**src/rtl/uart_rx_buffer_if.sv**
```systemverilog
// uart_rx_buffer_if
//   Bundles the byte-capture and head-consume handshake of the UART receive
//   FIFO into a single port.
//   master : producer/consumer side (drives rx_data, rx_valid, pop)
//   slave  : FIFO side (drives input_data, input_ready, count, overflow)
//   rx_data     [7:0]          byte from the UART receiver
//   rx_valid                   one-cycle strobe, rx_data valid this cycle
//   pop                        consume head entry (UART_write_enable)
//   input_data  [31:0]         head byte zero-extended, 0 when empty
//   input_ready                FIFO non-empty
//   count       [DEPTH_LOG2:0] number of stored entries
//   overflow                   sticky: a byte was dropped while full
interface uart_rx_buffer_if #(
    parameter int unsigned DEPTH_LOG2 = 4
);
    logic [7:0]            rx_data;
    logic                  rx_valid;
    logic                  pop;
    logic [31:0]           input_data;
    logic                  input_ready;
    logic [DEPTH_LOG2:0]   count;
    logic                  overflow;

    modport master (
        output rx_data,
        output rx_valid,
        output pop,
        input  input_data,
        input  input_ready,
        input  count,
        input  overflow
    );

    modport slave (
        input  rx_data,
        input  rx_valid,
        input  pop,
        output input_data,
        output input_ready,
        output count,
        output overflow
    );
endinterface

```
**src/rtl/uart_rx_buffer.sv**
```systemverilog
// uart_rx_buffer
//   Byte FIFO between the UART receiver and the register-write stage.
//   Bytes strobed by rx_valid are stored in a circular buffer; the oldest
//   byte is presented zero-extended on input_data while input_ready is high,
//   and is consumed by pop. Bytes arriving while full (and not being popped
//   the same cycle) are dropped and latched in the sticky overflow flag.
//   All outputs decode from registered state only.
//   clk    : system clock, rising-edge
//   reset  : synchronous, active-low
//   bus    : uart_rx_buffer_if.slave (rx_data/rx_valid/pop in,
//            input_data/input_ready/count/overflow out)
module uart_rx_buffer #(
    parameter int unsigned DEPTH_LOG2 = 4
) (
    input  logic               clk,
    input  logic               reset,
    uart_rx_buffer_if.slave    bus
);

    localparam int unsigned           DEPTH    = 2 ** DEPTH_LOG2;
    localparam logic [DEPTH_LOG2:0]   CNT_FULL = (DEPTH_LOG2 + 1)'(DEPTH);
    localparam logic [DEPTH_LOG2:0]   CNT_ONE  = (DEPTH_LOG2 + 1)'(1);
    localparam logic [DEPTH_LOG2-1:0] PTR_ONE  = DEPTH_LOG2'(1);

    logic [7:0]            mem_q [DEPTH];
    logic [7:0]            mem_d [DEPTH];
    logic [DEPTH_LOG2-1:0] wp_q, wp_d;
    logic [DEPTH_LOG2-1:0] rp_q, rp_d;
    logic [DEPTH_LOG2:0]   cnt_q, cnt_d;
    logic                  overflow_q, overflow_d;

    logic                  not_empty;
    logic                  full;
    logic                  pop_eff;
    logic                  push;

    // Next-state logic
    always_comb begin
        not_empty  = (cnt_q != '0);
        full       = (cnt_q == CNT_FULL);
        pop_eff    = bus.pop && not_empty;
        // A full FIFO still accepts a byte when the head is freed this cycle;
        // the slot at wp equals rp in that case, and its old value is being
        // read out now, so overwriting it at the edge is safe.
        push       = bus.rx_valid && (!full || pop_eff);

        mem_d      = mem_q;
        wp_d       = wp_q;
        rp_d       = rp_q;
        cnt_d      = cnt_q;
        overflow_d = overflow_q;

        if (push) begin
            mem_d[wp_q] = bus.rx_data;
            wp_d        = wp_q + PTR_ONE;
        end

        if (pop_eff) begin
            rp_d = rp_q + PTR_ONE;
        end

        case ({push, pop_eff})
            2'b10:   cnt_d = cnt_q + CNT_ONE;
            2'b01:   cnt_d = cnt_q - CNT_ONE;
            default: cnt_d = cnt_q;
        endcase

        if (bus.rx_valid && !push) begin
            overflow_d = 1'b1;
        end
    end

    // Control state
    always_ff @(posedge clk) begin
        if (!reset) begin
            wp_q       <= '0;
            rp_q       <= '0;
            cnt_q      <= '0;
            overflow_q <= 1'b0;
        end else begin
            wp_q       <= wp_d;
            rp_q       <= rp_d;
            cnt_q      <= cnt_d;
            overflow_q <= overflow_d;
        end
    end

    // Storage is not cleared by reset; reset only blocks the write.
    always_ff @(posedge clk) begin
        if (reset) begin
            mem_q <= mem_d;
        end
    end

    // Outputs
    always_comb begin
        bus.input_ready = not_empty;
        bus.input_data  = not_empty ? {24'h0, mem_q[rp_q]} : '0;
        bus.count       = cnt_q;
        bus.overflow    = overflow_q;
    end

endmodule

```
**src/flat_wrapper.sv**
```systemverilog
// flat-port wrapper written by rule: the top's interface ports become plain ports
module uart_rx_buffer_flat 
#(
    parameter int unsigned DEPTH_LOG2 = 4
)
  (clk, reset, bus_rx_data, bus_rx_valid, bus_pop, bus_input_data, bus_input_ready, bus_count, bus_overflow);
  uart_rx_buffer_if #(.DEPTH_LOG2(DEPTH_LOG2)) bus_i ();
  input  logic clk;
  input  logic reset;
  input wire logic [$bits(bus_i.rx_data)-1:0] bus_rx_data;
  input wire logic [$bits(bus_i.rx_valid)-1:0] bus_rx_valid;
  input wire logic [$bits(bus_i.pop)-1:0] bus_pop;
  output wire logic [$bits(bus_i.input_data)-1:0] bus_input_data;
  output wire logic [$bits(bus_i.input_ready)-1:0] bus_input_ready;
  output wire logic [$bits(bus_i.count)-1:0] bus_count;
  output wire logic [$bits(bus_i.overflow)-1:0] bus_overflow;
  assign bus_i.rx_data = bus_rx_data;
  assign bus_i.rx_valid = bus_rx_valid;
  assign bus_i.pop = bus_pop;
  assign bus_input_data = bus_i.input_data;
  assign bus_input_ready = bus_i.input_ready;
  assign bus_count = bus_i.count;
  assign bus_overflow = bus_i.overflow;
  uart_rx_buffer #(.DEPTH_LOG2(DEPTH_LOG2)) u_core (.clk(clk), .reset(reset), .bus(bus_i));
endmodule
```
**config.mk**
```make
export PLATFORM = sky130hd
export DESIGN_NAME = uart_rx_buffer_flat
export DESIGN_NICKNAME = d
export VERILOG_FILES = /design/src/rtl/uart_rx_buffer_if.sv /design/src/rtl/uart_rx_buffer.sv /design/src/flat_wrapper.sv
export SDC_FILE = /design/constraint.sdc
export NUM_CORES = 1
export LEC_CHECK = 0
export ABC_AREA = 1
export CORE_MARGIN = 1
export CORE_UTILIZATION = 40
export CTS_CLUSTER_SIZE = 10
export DETAILED_ROUTE_END_ITERATION = 10
export PLACE_DENSITY = 0.6
export SETUP_SLACK_MARGIN = 0.2
export SYNTH_ARGS = -nofsm -noshare
export SYNTH_HDL_FRONTEND = slang
export SYNTH_SLANG_ARGS = --single-unit
```
**constraint.sdc**
```tcl
create_clock -name clk -period 2.5 [get_ports clk]
set_clock_uncertainty 0.15 [all_clocks]
set_input_delay 0.75 -clock clk [delete_from_list [all_inputs] [get_ports clk]]
set_output_delay 0.75 -clock clk [all_outputs]
set_load 0.005 [all_outputs]
```
==> metrics <==
status finished with violations; failing checks setup timing; Initial Utilization between 40% and 50%; initial antenna violation count 0; top-count cell post-synth nand2_1; Max Cap Viol 0; total grt overflow 0; dominant register cell in the synthesized netlist edfxtp_1; I/O pin total just over 50; top cell type's share of synthesized area 61.2%; crit end category output port; Inst Count DP approximately 870; P_leak between 3 and 4 nW; RSZ-0062 raised after global routing true; CP max-delay cell dfxtp_4; layout cells sized above 1 approximately a third; routed vias/inst 4.89; Row Count 45; die width around 130 um; GR Util All Layers around 20%; fmax about 370 MHz; maximum number of pins on one net before global-route repair 25; Clock Tree Buf Depth 2; fillcell total 1232; sequential share of the synthesized area approximately two thirds; Mapped Cells a little over 600; Worst Hold Class register to register; NetSw 2.68 mW; Worst Path Required about 1.6 ns; sequence of cells on the critical path buf_8 -> buf_12 -> buf_16 -> nand2_2 -> nand2_1 -> nand2_1 -> nand3_2 -> nor2_4 -> nor2_4 -> buf_2; hold_buf cts 0; Fin. Hold Viols 0; kind of critical path register to output port; total power 8.53 mW; Placer Congestion approximately 0.81; peak supply drop ~0.67 mV; area grow syn2layout 35.9%; synthesized flop and latch total between 100 and 150; TritonCTS buffer count 17; setup slack, reg-to-reg approximately 0.05 ns; top fanout value on the critical path 8; internal power approximately 5.8 mW; vias in the first global route 4621; FFs w/ async S/R, synth 0%; CTS tree built; top cells by area, synth edfxtp_1, nand2_1, dfxtp_1; final worst setup slack -0.219 ns; final setup fails 8; Combinational Power Share around two fifths; Worst EP arrival between 1.5 and 2 ns; I/O Buffers 26; DRT iter0 DRCs about 300; top post-synthesis cells by count nand2_1, edfxtp_1, nor2_1; via count 4593; Nets between 700 and 800; Critical Path Max Stage Delay 0.37 ns; Setup TNS -1.57 ns; clk slew on worst S/H paths 0.06 ns; clock power share between 20% and 30%; Power Density 999 nW/um^2; post-route ant nets 0; startpoint types register; post-DP HPWL 9150 um; synthesized cell area 6280 um^2; worst hold slack between 0.3 and 0.4 ns; fin cells ~940; minimum clock period roughly 2.7 ns; diodes inserted 0; EDFF count, synth 128; Synth Warn # 0; area leader, netlist edfxtp_1; Final period util 109%; Total Routed Length around 16000 um; Cell variety after synth 25; max-slew violations 0; switching share of power between 30% and 40%; Root Driver clkbuf_16; WL/cell between 15 and 20 um; die area approximately 16000 um^2; global-route wire length before repair between 20000 and 25000 um; TritonCTS sink count ~140; Avg Inst Size Synth around 10 um^2; Die H approximately 130 um; Residual DRC 0; H-tree lvl count 4; worst-skew pair later-pin latency ~0.42 ns; drt first pass iters 5; core area 15300 um^2; register share of total power 32.0%
==> routing by layer <==
metal	global-route usage (%)	up-vias	wire length, um
li1	-	2199	-
met5	0	-	0
met2	34.7	159	8160
met3	5.32	34	955
met4	9.17	0	366
met1	23.1	2201	6230
==> path summary, 6_finish.rpt <==
check | from | to | depth (start not counted)
worst max-delay path | u_core.rp_q[0] | bus_input_data[4] | 10
worst min-delay path | u_core.bus.overflow | u_core.bus.overflow | 2
worst max register to register | u_core.bus.count[3] | u_core.bus.count[2] | 13
worst min register to register | u_core.bus.overflow | u_core.bus.overflow | 2
==> logic make-up after synthesis <==
kind of cell             Yosys count  synth area share, %
adder cells (fa/ha/maj)           10                 2.11
XOR/XNOR                           5                0.697
AND/OR/NAND/NOR                  338                 21.7
flip-flops                       142                 65.6
AO/OA/AOI/OAI                     41                 3.27
other                              1               0.0597
buffers and inverters             69                 6.51
==> layout by cell type, fill, tap and decap left out, types with 2 or more instances in the layout <==
cell,synthesis,routed
clkinv_2,0,4
buf_6,1,11
o21ai_1,0,2
clkbuf_8,0,5
buf_8,1,2
edfxtp_1,128,128
a21oi_1,35,19
nor2_1,54,40
xor2_1,4,4
buf_4,31,57
dfxtp_4,0,3
conb_1,1,24
dfxtp_2,0,4
nand2_4,0,6
nor2_2,1,11
nand2_2,2,26
dfxtp_1,14,7
inv_4,0,4
buf_2,12,8
nand3_1,48,34
o21ai_0,6,4
ha_1,9,5
inv_1,21,15
nor2_4,0,4
clkbuf_16,0,21
ha_4,0,4
nand2_1,229,199
nand3_2,0,14
clkdlybuf4s50_1,0,12
dlygate4sd2_1,0,4
buf_16,0,6
a21oi_2,0,15
clkinvlp_4,0,2
inv_2,2,3
buf_12,0,11
==> state kept, by name, summed over array words and instances (netlist names) <==
register,cells
u_core.mem_q,128
u_core.bus.count,5
u_core.wp_q,4
u_core.rp_q,4
u_core.bus.overflow,1
==> final cells by class <==
| class | count | area (um^2) | share of cell area [%] |
|---|---|---|---|
| sequential | 142 | 4140 | 48.5 |
| clock inverter | 7 | 42.5 | 0.498 |
| clock buffer | 25 | 569 | 6.67 |
| tap | 211 | 264 | 3.09 |
| multi-input combinational | 418 | 2220 | 26.0 |
| inverter | 23 | 105 | 1.23 |
| timing repair buffer | 113 | 1200 | 14.1 |
==> metrics by stage <==
stage	instance area, um^2	util, %	worst slack (ns)
2_1_floorplan	6410	-	0.179
3_3_place_gp	7070	46.3	-0.329
3_5_place_dp	7070	46.3	-0.410
4_1_cts	8270	54.2	-0.220
5_1_grt	8540	56.0	-0.309
6_report	8540	56.0	-0.219
==> power by group through the flow <==
stage / combinational (mW) / sequential [mW] / clock, mW
after floorplan: 1.22 / 2.76 / 0
after global placement: 2.10 / 2.75 / 0
after detailed placement: 2.15 / 2.76 / 0
after CTS: 2.93 / 2.73 / 2.52
after global routing: 3.55 / 2.74 / 2.63
final: 3.31 / 2.73 / 2.49
==> critical path, delay by kind of cell (launching register included) <==
| kind | cells | cell delay, ns |
|---|---|---|
| flops | 1 | 0.37 |
| simple gates | 6 | 0.47 |
| buf+inv | 4 | 0.54 |
==> what timing repair did <==
action | 4_1_cts | 5_1_grt
endpoints found under the setup margin | 128 | 13
gates cloned | 7 | 1
setup buffers | 20 | 6
gates resized for setup | 123 | 50
pin swaps | 50 | 33
(Power assumes the default switching activity.)
